--- src/rtl/axi_read_arbiter_pkg.sv ---
// Shared definitions for the AXI read-port arbiter: bus widths and FSM state encoding.
// Build option AXI_READ_ARB_FIXED_PRIORITY_EN is honoured by the arbiter files, not here.
package axi_read_arbiter_pkg;

   localparam int AXI_DATA_WIDTH = 32;
   localparam int AXI_ADDR_WIDTH = 32;
   localparam int AXI_LEN_WIDTH  = 8;

   typedef enum logic [1:0] {
      IDLE = 2'd0,
      ADDR = 2'd1,
      DATA = 2'd2
   } arb_state_t;

endpackage

--- src/rtl/axi_read_arbiter_rr_arbiter.sv ---
// Combinational request picker: round-robin after last_grant, or lowest index when
// AXI_READ_ARB_FIXED_PRIORITY_EN is defined (last_grant is then ignored).
module axi_read_arbiter_rr_arbiter
   import axi_read_arbiter_pkg::*;
#(
   parameter int NUM_MASTERS = 2,
   parameter int GRANT_WIDTH = 1
) (
   input  logic [NUM_MASTERS-1:0] req,
   input  logic [GRANT_WIDTH-1:0] last_grant,
   output logic [NUM_MASTERS-1:0] grant,
   output logic [GRANT_WIDTH-1:0] grant_idx
);

   logic [NUM_MASTERS-1:0] pick_vec;

`ifdef AXI_READ_ARB_FIXED_PRIORITY_EN
   logic unused_last_grant;
   assign unused_last_grant = ^last_grant;
   assign pick_vec          = req;
`else
   // Requests above the previous winner take precedence; otherwise wrap to the bottom.
   logic [NUM_MASTERS-1:0] upper_mask;
   logic [NUM_MASTERS-1:0] upper_req;

   generate
      for (genvar gi = 0; gi < NUM_MASTERS; gi++) begin : g_mask
         assign upper_mask[gi] = (GRANT_WIDTH'(gi) > last_grant);
      end
   endgenerate

   assign upper_req = req & upper_mask;
   assign pick_vec  = (|upper_req) ? upper_req : req;
`endif

   always_comb begin
      grant_idx = '0;
      for (int i = NUM_MASTERS - 1; i >= 0; i--) begin
         if (pick_vec[i]) begin
            grant_idx = GRANT_WIDTH'(i);
         end
      end
   end

   generate
      for (genvar gi = 0; gi < NUM_MASTERS; gi++) begin : g_onehot
         assign grant[gi] = pick_vec[gi] && (grant_idx == GRANT_WIDTH'(gi));
      end
   endgenerate

endmodule

--- src/rtl/axi_read_arbiter.sv ---
// Shares one AXI read port (AR/R) between NUM_MASTERS clients, one whole burst per grant.
// Define AXI_READ_ARB_FIXED_PRIORITY_EN for fixed lowest-index priority instead of round-robin.
module axi_read_arbiter
   import axi_read_arbiter_pkg::*;
#(
   parameter int NUM_MASTERS = 2,
   parameter int GRANT_WIDTH = 1
) (
   input  logic                                   clk,
   input  logic                                   reset,
   input  logic [AXI_ADDR_WIDTH*NUM_MASTERS-1:0]  client_araddr,
   input  logic [AXI_LEN_WIDTH*NUM_MASTERS-1:0]   client_arlen,
   input  logic [NUM_MASTERS-1:0]                 client_arvalid,
   output logic [NUM_MASTERS-1:0]                 client_arready,
   input  logic [NUM_MASTERS-1:0]                 client_rready,
   output logic [NUM_MASTERS-1:0]                 client_rvalid,
   output logic [AXI_DATA_WIDTH-1:0]              client_rdata,
   output logic [AXI_ADDR_WIDTH-1:0]              axi_araddr,
   output logic [AXI_LEN_WIDTH-1:0]               axi_arlen,
   output logic                                   axi_arvalid,
   input  logic                                   axi_arready,
   input  logic                                   axi_rvalid,
   output logic                                   axi_rready,
   input  logic [AXI_DATA_WIDTH-1:0]              axi_rdata
);

   arb_state_t                 state_reg;
   arb_state_t                 state_next;
   logic [GRANT_WIDTH-1:0]     grant_reg;
   logic [AXI_LEN_WIDTH-1:0]   beat_count_reg;
   logic [GRANT_WIDTH-1:0]     last_grant;
   logic [NUM_MASTERS-1:0]     arb_grant;
   logic [GRANT_WIDTH-1:0]     arb_idx;
   logic [NUM_MASTERS-1:0]     grant_sel;
   logic [AXI_ADDR_WIDTH-1:0]  client_addr [NUM_MASTERS];
   logic [AXI_LEN_WIDTH-1:0]   client_len  [NUM_MASTERS];
   logic                       rd_xfer;
   logic                       last_beat;

   generate
      for (genvar gi = 0; gi < NUM_MASTERS; gi++) begin : g_client
         assign client_addr[gi] = client_araddr[gi*AXI_ADDR_WIDTH +: AXI_ADDR_WIDTH];
         assign client_len[gi]  = client_arlen[gi*AXI_LEN_WIDTH +: AXI_LEN_WIDTH];
         assign grant_sel[gi]   = (grant_reg == GRANT_WIDTH'(gi));
      end
   endgenerate

   axi_read_arbiter_rr_arbiter #(
      .NUM_MASTERS (NUM_MASTERS),
      .GRANT_WIDTH (GRANT_WIDTH)
   ) u_rr_arbiter (
      .req        (client_arvalid),
      .last_grant (last_grant),
      .grant      (arb_grant),
      .grant_idx  (arb_idx)
   );

   assign rd_xfer   = (state_reg == DATA) && axi_rvalid && axi_rready;
   assign last_beat = rd_xfer && (beat_count_reg == '0);

   always_ff @(posedge clk or negedge reset) begin
      if (!reset) begin
         state_reg <= IDLE;
      end else begin
         state_reg <= state_next;
      end
   end

   always_comb begin
      state_next = state_reg;
      case (state_reg)
         IDLE:    if (|arb_grant)  state_next = ADDR;
         ADDR:    if (axi_arready) state_next = DATA;
         DATA:    if (last_beat)   state_next = IDLE;
         default: state_next = IDLE;
      endcase
   end

   always_comb begin
      axi_arvalid    = 1'b0;
      axi_rready     = 1'b0;
      client_arready = '0;
      client_rvalid  = '0;
      case (state_reg)
         ADDR: begin
            axi_arvalid    = 1'b1;
            client_arready = grant_sel & {NUM_MASTERS{axi_arready}};
         end
         DATA: begin
            axi_rready    = |(client_rready & grant_sel);
            client_rvalid = grant_sel & {NUM_MASTERS{axi_rvalid}};
         end
         default: ;
      endcase
   end

   // Address fields come straight from the winner; AXI requires clients to hold them.
   assign axi_araddr   = client_addr[grant_reg];
   assign axi_arlen    = client_len[grant_reg];
   assign client_rdata = axi_rdata;

   always_ff @(posedge clk or negedge reset) begin
      if (!reset) begin
         grant_reg      <= '0;
         beat_count_reg <= '0;
      end else if ((state_reg == IDLE) && (|arb_grant)) begin
         grant_reg      <= arb_idx;
         beat_count_reg <= client_len[arb_idx];
      end else if (rd_xfer && (beat_count_reg != '0)) begin
         beat_count_reg <= beat_count_reg - 1'b1;
      end
   end

`ifdef AXI_READ_ARB_FIXED_PRIORITY_EN
   assign last_grant = '0;
`else
   logic [GRANT_WIDTH-1:0] last_grant_reg;

   // Starts at the top index so client 0 is first after reset.
   always_ff @(posedge clk or negedge reset) begin
      if (!reset) begin
         last_grant_reg <= GRANT_WIDTH'(NUM_MASTERS - 1);
      end else if (last_beat) begin
         last_grant_reg <= grant_reg;
      end
   end

   assign last_grant = last_grant_reg;
`endif

endmodule

--- config.mk ---
export PLATFORM = sky130hd
export DESIGN_NAME = axi_read_arbiter
export DESIGN_NICKNAME = d
export VERILOG_FILES = /design/src/rtl/axi_read_arbiter_pkg.sv /design/src/rtl/axi_read_arbiter_rr_arbiter.sv /design/src/rtl/axi_read_arbiter.sv
export SDC_FILE = /design/constraint.sdc
export NUM_CORES = 1
export LEC_CHECK = 0
export ABC_CLOCK_PERIOD_IN_PS = 2200
export BUFFER_PORTS_ARGS = -buffer_cell sky130_fd_sc_hd__buf_2
export CORE_AREA = 2 2 76 78
export CTS_BUF_LIST = sky130_fd_sc_hd__clkbuf_8
export DETAILED_ROUTE_END_ITERATION = 10
export DIE_AREA = 0 0 78 80
export PLACE_DENSITY = 0.74
export SYNTH_ARGS = -nofsm -noshare
export SYNTH_HDL_FRONTEND = slang
export SYNTH_SLANG_ARGS = --single-unit
--- constraint.sdc ---
create_clock -name clk -period 2.2 [get_ports clk]
set_input_delay 0.11 -clock clk [delete_from_list [all_inputs] [get_ports clk]]
set_output_delay 0.11 -clock clk [all_outputs]
set_load 0.005 [all_outputs]
; Word-level counts from Yosys, hierarchy flattened
; Index checks and enable logic that the tools add are counted.
; W data, S select, Z words.
[word_totals]
out_inout_bits = 78
wordCells = 59
register_bits = 12
[classes]
n_eq_ne = 5
muxes = 22
order_cmp = 4
n_addsub = 1
n_bitwise = 8
n_reduce_logical = 15
[op_table]
columns = operator, count
row1 = $mux W32, 3
row2 = $mux W8, 8
row3 = $mux W2, 6
row4 = $and A2 B2 Y2, 4
row5 = $logic_not A8 Y1, 1
row6 = $reduce_bool A8 Y1, 1
row7 = $sub A8 B1 Y8 const B, 1
row8 = $logic_and A1 B1 Y1, 7
row9 = $ne A2 B2 Y1 const B, 3
row10 = $pmux W2 S3, 1
row11 = $reduce_or A2 Y1, 3
row12 = $ge A2 B2 Y1 const B, 2
row13 = $mux W1, 4
row14 = $not A1 Y2, 2
row15 = $reduce_and A3 Y1, 1
row16 = $eq A2 B1 Y1 const B, 1
row17 = $eq A2 B2 Y1 const B, 1
row18 = $gt A1 B1 Y1 const A, 2
row19 = $logic_not A2 Y1, 1
row20 = $not A1 Y1, 2
row21 = $reduce_bool A2 Y1, 1

; Depth between registers and ports, before layout
; Gate-level depths: netlist of run 1.
[logic_depth]
ltp_word = 11
depth_mapped = 7
ltp_nobuf = 6

; By module
; A second synthesis of run 1 with hierarchy kept.
[hier_totals]
hier_cells = 169
area_unflattened_um2 = 1557.7
[modules_own_cells]
columns = mod, instances, area_per_inst_um2, cells_each
row1 = axi_read_arbiter, 1, 1531.5, 165
row2 = axi_read_arbiter_rr_arbiter, 1, 26.3, 4

; Least setup slack after synthesis of run 1
; OpenSTA, ideal clock, no wires.
[synth_timing]
path_kind = reg-to-reg
from = register beat_count_reg[0]
to = register beat_count_reg[6]
t_arrival_ps = 1733
setup_ps = 82
required_ps = 2118
slack_ps = 385
stages_incl_launch_ff = 8
synth_period_minus_slack_ps = 1815
cell_sequence = dfrtp_1 inv_1 ha_1 nor3b_1 a211o_1 buf_6 or4_1 a31oi_1
[synth_via]
elab_chain_len = 3
word_cells_on_any_way = 6
[synth_lines]
columns = element, line_no
row1 = start: declaration, axi_read_arbiter.sv:30  ; logic [AXI_LEN_WIDTH-1:0] beat_count_reg;
row2 = start signal: assignment, axi_read_arbiter.sv:108  ; beat_count_reg <= client_len[arb_idx];
row3 = start signal: assignment, axi_read_arbiter.sv:110  ; beat_count_reg <= beat_count_reg - 1'b1;
row4 = $sub A8 B1 Y8 or $reduce_bool A8 Y1 (tied branches), "axi_read_arbiter.sv:110, axi_read_arbiter.sv:109"
row5 = $mux W8 or $logic_and A1 B1 Y1 (tied branches), axi_read_arbiter.sv:109  ; end else if (rd_xfer && (beat_count_reg != '0)) begin
row6 = $mux W8 or $reduce_bool A2 Y1 (tied branches), --
; Several ways; a longest one is shown, not always the timed one. The select of a mux whose other input is x is not followed.
; A chain may end at the register's enable or synchronous reset.

; Worst setup path in the final report of run 1
[layout_timing]
from = register beat_count_reg[4]
to = register beat_count_reg[7]
; Same word-level chain as after synthesis.

==> key figures, run 1 <==
Outcome
  – Outcome: finished, final reports clean

Critical path
  – WP data required: 2.36 ns
  – Crit-path max FO: 6
  – CP arrival: 2.05 ns
  – Buffer and inverter count on the worst path: 0
  – Type of the worst setup path: reg2reg
  – Cell family with most CP delay: simple AND/OR/NAND/NOR gates
  – Reg2reg setup slack: 0.31 ns
  – Crit end category: register
  – CP Cell Sequence: or3_1 -> or2_2 -> or4_1 -> a31oi_1
  – Critical-path top delay cell: or4_1
  – Largest stage delay, worst path: 0.51 ns
  – Startpoint Class: register

Logic synthesis
  – Most frequent cell after synthesis: mux2_2
  – Syn Inst Count: 167
  – Sequential fraction of the synthesis area: 19.7%
  – Synth cell count leaders: mux2_2 (41), buf_4 (32), dfrtp_1 (11)
  – Share of the synthesized area in the top cell type: 30.1%
  – Ys async rst share: 100%
  – Area contributors post-synth: mux2_2 (30%), dfrtp_1 (18%), buf_4 (16%)
  – Syn_area_per_cell: 9.18 µm²
  – Syn_nets: 289
  – Cell Area, Synth: 0.00153 mm²
  – EDFF count, synth: 0
  – FF+latch count, synth: 12
  – Synth Warn #: 0
  – Post-synth top flop: dfrtp_1
  – Top cell type by total area after synthesis: mux2_2
  – Netlist cell types: 36

Timing
  – Final Hold Vio Count: 0
  – TNS Setup: 0 ns
  – RSZ-0062 raised after global routing: no
  – Clk_skew: 0.00508 ns
  – Relative slew slack: 23.1%
  – Hold slack final: 0.0883 ns
  – Slew Viols, Final: 0
  – Max Clock Freq: 529 MHz
  – Final period util: 85.9%
  – Tmin final: 1.89 ns
  – Setup violators final: 0
  – Slew @ Worst Pin: 1.15 ns

Power and ir drop
  – Leak: 0.00104 µW
  – Worst vdd ir: 0.573 mV
  – Pwr per Cell Area: 890 mW/mm²

Clocking
  – Clk slew on worst S/H paths: 0.05 ns
  – CTS tree: done
  – Postcts setup bufs: 0
  – Latest clock arrival within the worst-skew pair: 0.24 ns
  – Clock sink count: 12
  – H-tree lvl count: 1
  – Hold_buf cts: 1
  – Root Driver: clkbuf_8
  – Number of buffers created by CTS: 3
  – Clock tree buffer depth: 2
  – CTS resizes: 0

Detailed routing
  – Routed len/inst: 13.1 µm
  – Total number of vias: 1591
  – DRT Wirelength: 4460 µm
  – DRT Pass-1 Iters: 4
  – DRT iter0 DRCs: 35
  – # DRC: 0
  – ANT nets after route: 0
  – Routed vias/inst: 4.69

Global route
  – Pin count of the biggest net entering global routing: 46
  – Total gr overflow: 0
  – GRT Total Usage: 12.3%
  – First-pass GRT wire length: 6150 µm
  – Initial antenna violation count: 0
  – Vias in the first global route: 1387

Flow run
  – Max-Cap Viols: 0

Floorplanning
  – Die width: 78 µm
  – Num ports: 198
  – Initial Utilization: 28.4%
  – Core ar.: 0.00541 mm²
  – Placement row count: 27
  – DIE HEIGHT: 80 µm
  – Die footprint: 0.00624 mm²

Final layout
  – # fillers: 575
  – Layout cell share with drive strength beyond 1: 68.5%
  – Final Util: 38.4%
  – Register area: 303 µm²
  – Area Growth Syn to Fin: 35.6%
  – Max reg flops: 8
  – Multi-input logic area: 923 µm²
  – Antenna cell count: 0
  – Net count reported at finish: 390

Place
  – Post-DP HPWL: 3690 µm
  – Routability cong.: 0.788
  – Port Buf Inserts: 133

Hold path
  – Worst Hold Class: in2reg
-- report_power, final --
part | switching, µW | total (µW) | internal (µW)
Combinational | 580 | 1240 | 663
Clock | 81.2 | 204 | 123
Sequential | 81.0 | 403 | 322
Total | 742 | 1850 | 1110
-- worst reg2reg max path: stages, from the launching register on --
cell	delay [ns]
dfrtp_1	0.42
or3_1	0.43
or2_2	0.30
or4_1	0.51
a31oi_1	0.17
-- layout by cell type (no fill, tap or decap), types with 3 or more instances in the layout --
cell type	count
mux2_2	41
a21oi_1	4
nor2_1	7
dfrtp_1	10
or3_1	3
clkbuf_8	3
mux2i_1	4
o31ai_1	3
nand3b_1	4
nand2_1	3
nand2b_1	6
a31oi_1	4
or4_1	3
buf_2	133
inv_1	6
nor2b_1	3
buf_4	3
-- kinds of logic after synthesis --
logic type                 after synthesis  share of synthesized area [%]
and+or+nand+nor                         36                           14.0
xor gates and xnor gates                 1                          0.572
AOI/OAI and AO/OA                       25                           11.3
buffers and inverters                   46                           20.1
DFF                                     12                           19.7
muxes                                   45                           32.7
adders and majority gates                2                           1.63
-- per-layer routing --
metal	share of wire (%)	vias up	wire length [µm]	GRT usage, %
li1	-	774	-	-
met1	40	698	1780	14.4
met2	46	107	2070	20.8
met3	12	12	520	3.73
met4	1.9	0	85	5.44
met5	0	-	0	0
-- stage by stage --
step                cells  worst slack, ns  area [µm²]  total power, µW
finish                339            0.309        2080             1850
global route          339            0.197        2080             2010
CTS                   339            0.326        2080             1880
detailed placement    334            0.346        2020             1660
global placement      334            0.357        2020             1620
floorplan             167            0.385        1530             1270
-- worst paths after layout --
check | startpoint | end | depth (start not counted)
setup / recovery | beat_count_reg[4] | beat_count_reg[7] | 4
hold / removal | axi_arready | state_reg[0] | 2
setup reg to reg | beat_count_reg[4] | beat_count_reg[7] | 4
hold reg to reg | beat_count_reg[1] | beat_count_reg[1] | 2
max in group asynchronous | reset | last_grant | 2
min in group asynchronous | reset | beat_count_reg[0] | 2
-- cell type report --
| type | instances | share of cell area [%] |
|---|---|---|
| clock buffer | 3 | 1.99 |
| clock inverter | 1 | 0.181 |
| inverter | 5 | 0.903 |
| multi-input combinational | 109 | 44.4 |
| sequential | 12 | 14.6 |
| tap | 72 | 4.33 |
| timing repair buffer | 137 | 33.6 |
No activity file was read; power rests on OpenSTA's default activity.
==> run 2: changes to the inputs <==
--- a/config.mk
+++ b/config.mk
@@ -5,13 +5,14 @@
 export SDC_FILE = /design/constraint.sdc
 export NUM_CORES = 1
 export LEC_CHECK = 0
+export ABC_AREA = 1
 export ABC_CLOCK_PERIOD_IN_PS = 2200
 export BUFFER_PORTS_ARGS = -buffer_cell sky130_fd_sc_hd__buf_2
 export CORE_AREA = 2 2 76 78
 export CTS_BUF_LIST = sky130_fd_sc_hd__clkbuf_8
 export DETAILED_ROUTE_END_ITERATION = 10
 export DIE_AREA = 0 0 78 80
-export PLACE_DENSITY = 0.74
+export PLACE_DENSITY = 0.78
 export SYNTH_ARGS = -nofsm -noshare
 export SYNTH_HDL_FRONTEND = slang
 export SYNTH_SLANG_ARGS = --single-unit
==> run 2 against run 1 <==
Critical path depth did not move. Total power up 30%. Flip-flop and latch count unchanged. Die area unchanged. Clock power rose by 17%. Maximum frequency grew 20%. Hold slack got worse by 0.022 ns. Non-clock buffer count is 2 lower. Synthesized cell count grew 90%. Sequential power up 12%.
==> key figures, run 2 <==
Logic synthesis
  – Synth Area in Compound Gates: 8.46%
  – Largest family of logic cells by synthesized area: simple AND/OR/NAND/NOR gates
  – Sequential fraction of the synthesis area: 17.6%
  – Xor/xnor share of the synthesized area: 0%
  – Syn Inst Count: 317
  – FF+latch count, synth: 12
  – Adder-cell share of the synthesized area: 1.46%
  – Top cell type by total area after synthesis: nand2_1
  – Synth cell count leaders: nand2_1 (173), buf_4 (33), inv_1 (27)
  – Post-synth top flop: dfrtp_1
  – EDFF count, synth: 0
  – Post-synthesis simple-gate area fraction: 47.8%
  – Most frequent cell after synthesis: nand2_1
  – Share of the synthesized area in the top cell type: 37.9%
  – Syn_area_per_cell: 5.41 µm²
  – Cell Area, Synth: 0.00172 mm²
  – Area contributors post-synth: nand2_1 (38%), dfrtp_1 (16%), buf_4 (14%)
  – Syn_nets: 439
  – Mux contribution to synthesized area: 0%
  – Synth Warn #: 0
  – Ys async rst share: 100%
  – Netlist cell types: 24

Global route
  – First-pass GRT wire length: 8570 µm
  – GRT Total Usage: 17.3%
  – Initial antenna violation count: 0
  – Pin count of the biggest net entering global routing: 50
  – Vias in the first global route: 1794
  – Total gr overflow: 0

Outcome
  – Outcome: finished, final reports clean

Clocking
  – Number of buffers created by CTS: 3
  – Latest clock arrival within the worst-skew pair: 0.24 ns
  – Clock sink count: 12
  – Clock tree buffer depth: 2
  – H-tree lvl count: 1
  – CTS tree: done
  – Clk slew on worst S/H paths: 0.05 ns
  – Root Driver: clkbuf_8

Floorplanning
  – DIE HEIGHT: 80 µm
  – Initial Utilization: 31.7%
  – Placement row count: 27
  – Core ar.: 0.00541 mm²
  – Num ports: 198
  – Die width: 78 µm
  – Die footprint: 0.00624 mm²

Place
  – Post-DP HPWL: 4890 µm
  – Port Buf Inserts: 133
  – Dpl ws: 0.715 ns
  – Routability cong.: 0.849

Critical path
  – Buffer and inverter count on the worst path: 2
  – Critical-path top delay cell: dfrtp_1
  – Largest stage delay, worst path: 0.42 ns
  – Path depth of the worst reg2reg path: 8
  – R2R Path Start: beat_count_reg[0]
  – Crit end category: output pin
  – CP arrival: 1.47 ns
  – Startpoint Class: register
  – Crit-path max FO: 49
  – CP dominant cell by count: nand2_1
  – Type of the worst setup path: reg2out
  – Cell family with most CP delay: buffers and inverters
  – WP data required: 2.09 ns
  – Worst reg2reg path endpoint: beat_count_reg[0]
  – Reg2reg setup slack: 0.70 ns
  – WP depth: 4
  – CP Cell Sequence: buf_4 -> nand2_1 -> nand2_1 -> buf_2

Detailed routing
  – # DRC: 0
  – Routed vias/inst: 4.36
  – DRT iter0 DRCs: 78
  – Routed len/inst: 12.1 µm
  – ANT nets after route: 0
  – DRT Pass-1 Iters: 4
  – Total number of vias: 2115
  – DRT Wirelength: 5860 µm

Timing
  – Slew @ Worst Pin: 0.445 ns
  – RSZ-0062 raised after global routing: no
  – Final worst slack: 0.621 ns
  – Clk_skew: 0.00461 ns
  – Final Hold Vio Count: 0
  – Final period util: 71.8%
  – Setup violators final: 0
  – TNS Setup: 0 ns
  – Max Clock Freq: 633 MHz
  – Slew Viols, Final: 0
  – Tmin final: 1.58 ns
  – Relative slew slack: 70.3%

Power and ir drop
  – Pwr per Cell Area: 1070 mW/mm²
  – Switching Fraction: 52.3%
  – Pint: 1150 µW
  – Sw power: 1260 µW
  – Comb pwr share: 71.3%
  – Flop pwr share: 18.8%
  – Leak: 0.00146 µW
  – Clock network fraction of total power: 9.9%
  – Worst vdd ir: 0.372 mV

Final layout
  – Net count reported at finish: 536
  – # fillers: 617
  – Max reg flops: 8
  – Antenna cell count: 0
  – Most common cell after layout, fill and taps aside: nand2_1
  – Most frequent cells in the layout: nand2_1 (173), buf_2 (133), inv_1 (27)
  – Area Growth Syn to Fin: 30.7%
  – Layout cell share with drive strength beyond 1: 36.6%

Flow run
  – Max-Cap Viols: 0

Hold path
  – Cells on Worst Hold Path: 2
  – End of the worst hold path: state_reg[0]
  – Worst Hold Class: in2reg
  – Worst Hold Launch: axi_arready
[run 2: cell types whose count changed after synthesis, sizes merged, moves of 6 or more]
| cell | before | now |
|---|---|---|
| inv | 5 | 31 |
| nor2 | 7 | 14 |
| nand3 | 1 | 12 |
| mux2 | 41 | 0 |
| nand2 | 3 | 175 |
| nand2b | 6 | 0 |
| o21ai | 3 | 22 |
[run 2: cells by family after synthesis]
group / count (synthesis)
compound gates: 24
fa+ha+maj: 2
simple gates: 205
buf+inv: 74
flops: 12
[run 2: power groups by stage]
stage | Sequential [µW] | Clock (µW) | Combinational [µW]
2_1_floorplan | 415 | 0 | 1210
3_3_place_gp | 447 | 0 | 1690
3_5_place_dp | 454 | 0 | 1720
4_1_cts | 452 | 244 | 1740
5_1_grt | 465 | 257 | 1980
6_report | 453 | 238 | 1720
[run 2: layout make-up]
| class | instances | area, µm² | area share, % |
|---|---|---|---|
| sequential | 12 | 302 | 13.4 |
| tap | 72 | 90.1 | 4.02 |
| clock buffer | 4 | 55.1 | 2.46 |
| multi-input combinational | 231 | 991 | 44.2 |
| inverter | 31 | 121 | 5.41 |
| timing repair buffer | 135 | 683 | 30.5 |
[run 2: how the worst max path moves through the flow]
stage	to	from
final	axi_araddr[0]	grant_reg
after global routing	axi_araddr[0]	grant_reg
after CTS	axi_araddr[0]	grant_reg
after detailed placement	beat_count_reg[0]	beat_count_reg[0]
after global placement	beat_count_reg[5]	last_grant
after floorplan	beat_count_reg[7]	beat_count_reg[0]
[run 2: per-layer routing]
metal	GRT usage (%)	up-vias	share of wire (%)
li1	-	1118	-
met1	20.8	888	38
met2	27.3	107	47
met3	8.48	2	14
met4	5.09	0	0.68
met5	0	-	0
[run 2: per-stage QoR]
| step | util, % | area [µm²] | total power, µW | hold slack, ns | instances |
|---|---|---|---|---|---|
| after floorplan | - | 1720 | 1630 | -0.186 | 317 |
| after global placement | 40.3 | 2180 | 2140 | 0.00633 | 480 |
| after detailed placement | 40.3 | 2180 | 2180 | 0.0124 | 480 |
| after CTS | 41.5 | 2240 | 2440 | 0.0615 | 485 |
| after global routing | 41.5 | 2240 | 2710 | 0.0803 | 485 |
| final | 41.5 | 2240 | 2410 | 0.0661 | 485 |
[run 2: what timing repair did]
item	4_1_cts	5_1_grt
hold endpoints to repair	11	0
buffers inserted	0	0
hold buffers	1	0
gates resized for setup	0	0
==> run 3: changes to the inputs <==
--- a/config.mk
+++ b/config.mk
@@ -6,7 +6,7 @@
 export NUM_CORES = 1
 export LEC_CHECK = 0
 export ABC_AREA = 1
-export ABC_CLOCK_PERIOD_IN_PS = 2200
+export ABC_CLOCK_PERIOD_IN_PS = 1470
 export BUFFER_PORTS_ARGS = -buffer_cell sky130_fd_sc_hd__buf_2
 export CORE_AREA = 2 2 76 78
 export CTS_BUF_LIST = sky130_fd_sc_hd__clkbuf_8
==> constraint.sdc (replaced) <==
create_clock -name clk -period 1.47 [get_ports clk]
set_input_delay 0.0735 -clock clk [delete_from_list [all_inputs] [get_ports clk]]
set_output_delay 0.0735 -clock clk [all_outputs]
set_load 0.005 [all_outputs]
==> run 3 against run 2 <==
Clock power rose by 34%. Flip-flop and latch count stayed put. Die area stayed put. Global-route usage increased by 0.14 points. Clock skew about the same. Utilization is 1.7 points higher. Highest routed layer unchanged. Register-to-register slack got worse by 0.62 ns. Sequential power increased by 56%. Critical path depth grew 4.
==> key figures, run 3 (synthesis results as in run 2) <==
Timing
  – Final worst slack: 0.0785 ns
  – Max Clock Freq: 719 MHz
  – Slew Viols, Final: 0
  – Final Hold Vio Count: 0
  – Setup violators final: 0
  – TNS Setup: 0 ns
  – Clk_skew: 0.00422 ns
  – Slew @ Worst Pin: 0.383 ns
  – Relative slew slack: 74.4%
  – Tmin final: 1.39 ns
  – Hold slack final: 0.0267 ns
  – Final period util: 94.7%

Hold path
  – Worst Hold Launch: axi_arready
  – Worst Hold Class: in2reg
  – End of the worst hold path: state_reg[0]
  – Cells on Worst Hold Path: 2

Critical path
  – Buffer and inverter count on the worst path: 2
  – WP data required: 1.65 ns
  – Reg2reg setup slack: 0.08 ns
  – Worst reg2reg path endpoint: beat_count_reg[6]
  – Largest stage delay, worst path: 0.36 ns
  – Crit-path max FO: 7
  – Path depth of the worst reg2reg path: 8
  – Cell family with most CP delay: flip-flops
  – Type of the worst setup path: reg2reg
  – CP Cell Sequence: inv_1 -> ha_1 -> nand3_1 -> nor2_4 -> o21ai_4 -> buf_4 -> nand2_1 -> nand2_1
  – Crit end category: register
  – Startpoint Class: register
  – R2R Path Start: beat_count_reg[0]
  – CP arrival: 1.58 ns
  – Critical-path top delay cell: dfrtp_1
  – CP dominant cell by count: nand2_1
  – WP depth: 8

Global route
  – Pin count of the biggest net entering global routing: 50
  – GRT Total Usage: 17.5%
  – Initial antenna violation count: 0
  – Total gr overflow: 0
  – First-pass GRT wire length: 8710 µm
  – Vias in the first global route: 1853

Power and ir drop
  – Pwr per Cell Area: 1650 mW/mm²
  – Final Power: 3860 µW
  – Leak: 0.00151 µW
  – Worst vdd ir: 0.670 mV

Detailed routing
  – DRT Pass-1 Iters: 4
  – Routed len/inst: 12.1 µm
  – M1 WL: 2210 µm
  – DR WL met2: 2840 µm
  – # DRC: 0
  – ANT nets after route: 0
  – Total number of vias: 2179
  – Met3 wire len: 858 µm
  – Top layer in use: met4
  – Routed vias/inst: 4.43
  – DRT Wirelength: 5980 µm
  – DRT iter0 DRCs: 98

Floorplanning
  – Initial Utilization: 31.7%
  – Die footprint: 0.00624 mm²
  – Core ar.: 0.00541 mm²
  – Die width: 78 µm
  – Placement row count: 27
  – DIE HEIGHT: 80 µm
  – Num ports: 198

Clocking
  – Clk slew on worst S/H paths: 0.06 ns
  – Root Driver: clkbuf_8
  – Number of buffers created by CTS: 3
  – CTS tree: done
  – H-tree lvl count: 1
  – Clock sink count: 12
  – Latest clock arrival within the worst-skew pair: 0.25 ns
  – Clock tree buffer depth: 2

Place
  – Routability cong.: 0.909
  – Dpl ws: 0.0297 ns
  – Post-DP HPWL: 4900 µm
  – Port Buf Inserts: 133

Final layout
  – Register area: 303 µm²
  – Area Growth Syn to Fin: 36.0%
  – Net count reported at finish: 543
  – Antenna cell count: 0
  – Max reg flops: 8
  – Layout cell share with drive strength beyond 1: 38.1%
  – Multi-input logic area: 0.00101 mm²
  – # fillers: 604
  – Most common cell after layout, fill and taps aside: nand2_1
  – Most frequent cells in the layout: nand2_1 (172), buf_2 (133), inv_1 (28)

Outcome
  – Outcome: finished, final reports clean

Flow run
  – Max-Cap Viols: 0
[run 3: cell types whose count changed in the layout (fill, tap and decap cells not counted), sizes merged]
| cell | before | now |
|---|---|---|
| inv | 31 | 32 |
| buf | 134 | 141 |
| clkbuf | 4 | 3 |
[run 3: repair_timing]
item	in CTS	in global routing
pin swaps	0	3
buffers inserted	0	6
hold buffers	1	0
gates cloned	0	0
setup endpoints to repair	41	17
hold endpoints to repair	12	0
resized for setup	5	11
[run 3: where the power goes]
part / leakage [µW] / internal [µW] / switching, µW / total (µW)
combinational: 0.00133 / 1180 / 1650 / 2830
sequential: 0.000147 / 497 / 208 / 706
clock: 0.0000269 / 185 / 134 / 318
[run 3: worst register-to-register path: cells and delay by family (launching register included)]
| family | cells | cell delay [ns] |
|---|---|---|
| adder cells (fa/ha/maj) | 1 | 0.20 |
| buffers and inverters | 2 | 0.26 |
| AND/OR/NAND/NOR | 4 | 0.28 |
| flip-flops | 1 | 0.36 |
| AO/OA/AOI/OAI | 1 | 0.23 |
[run 3: metrics by stage]
stage | utilization, % | cell area, µm² | instances
floorplan | - | 1720 | 317
global placement | 40.4 | 2180 | 481
detailed placement | 40.4 | 2180 | 481
CTS | 41.8 | 2260 | 486
global route | 43.1 | 2330 | 492
finish | 43.1 | 2330 | 492
[run 3: worst max-delay path by stage]
stage                 startpoint  slack (ns)           endpoint
2_1_floorplan  beat_count_reg[0]        0.16  beat_count_reg[7]
5_1_grt               last_grant       -0.01  beat_count_reg[4]
3_5_place_dp   beat_count_reg[0]        0.03  beat_count_reg[6]
3_3_place_gp   beat_count_reg[0]        0.07  beat_count_reg[2]
6_report       beat_count_reg[0]        0.08  beat_count_reg[6]
4_1_cts        beat_count_reg[0]        0.01  beat_count_reg[6]
[run 3: area by class of cell]
type	count	area share, %
multi-input cells	231	43.1
repair buffers	142	32.8
flip-flops and latches	12	13.0
well taps	72	3.86
clock buffers	3	1.77
inverters	31	5.31
clock inverters	1	0.161
[run 3: metal layers]
metal | vias up | track usage [%]
met5 | - | 0
met2 | 107 | 27.4
met1 | 933 | 20.8
li1 | 1132 | -
met4 | 0 | 5.26
met3 | 7 | 9.05
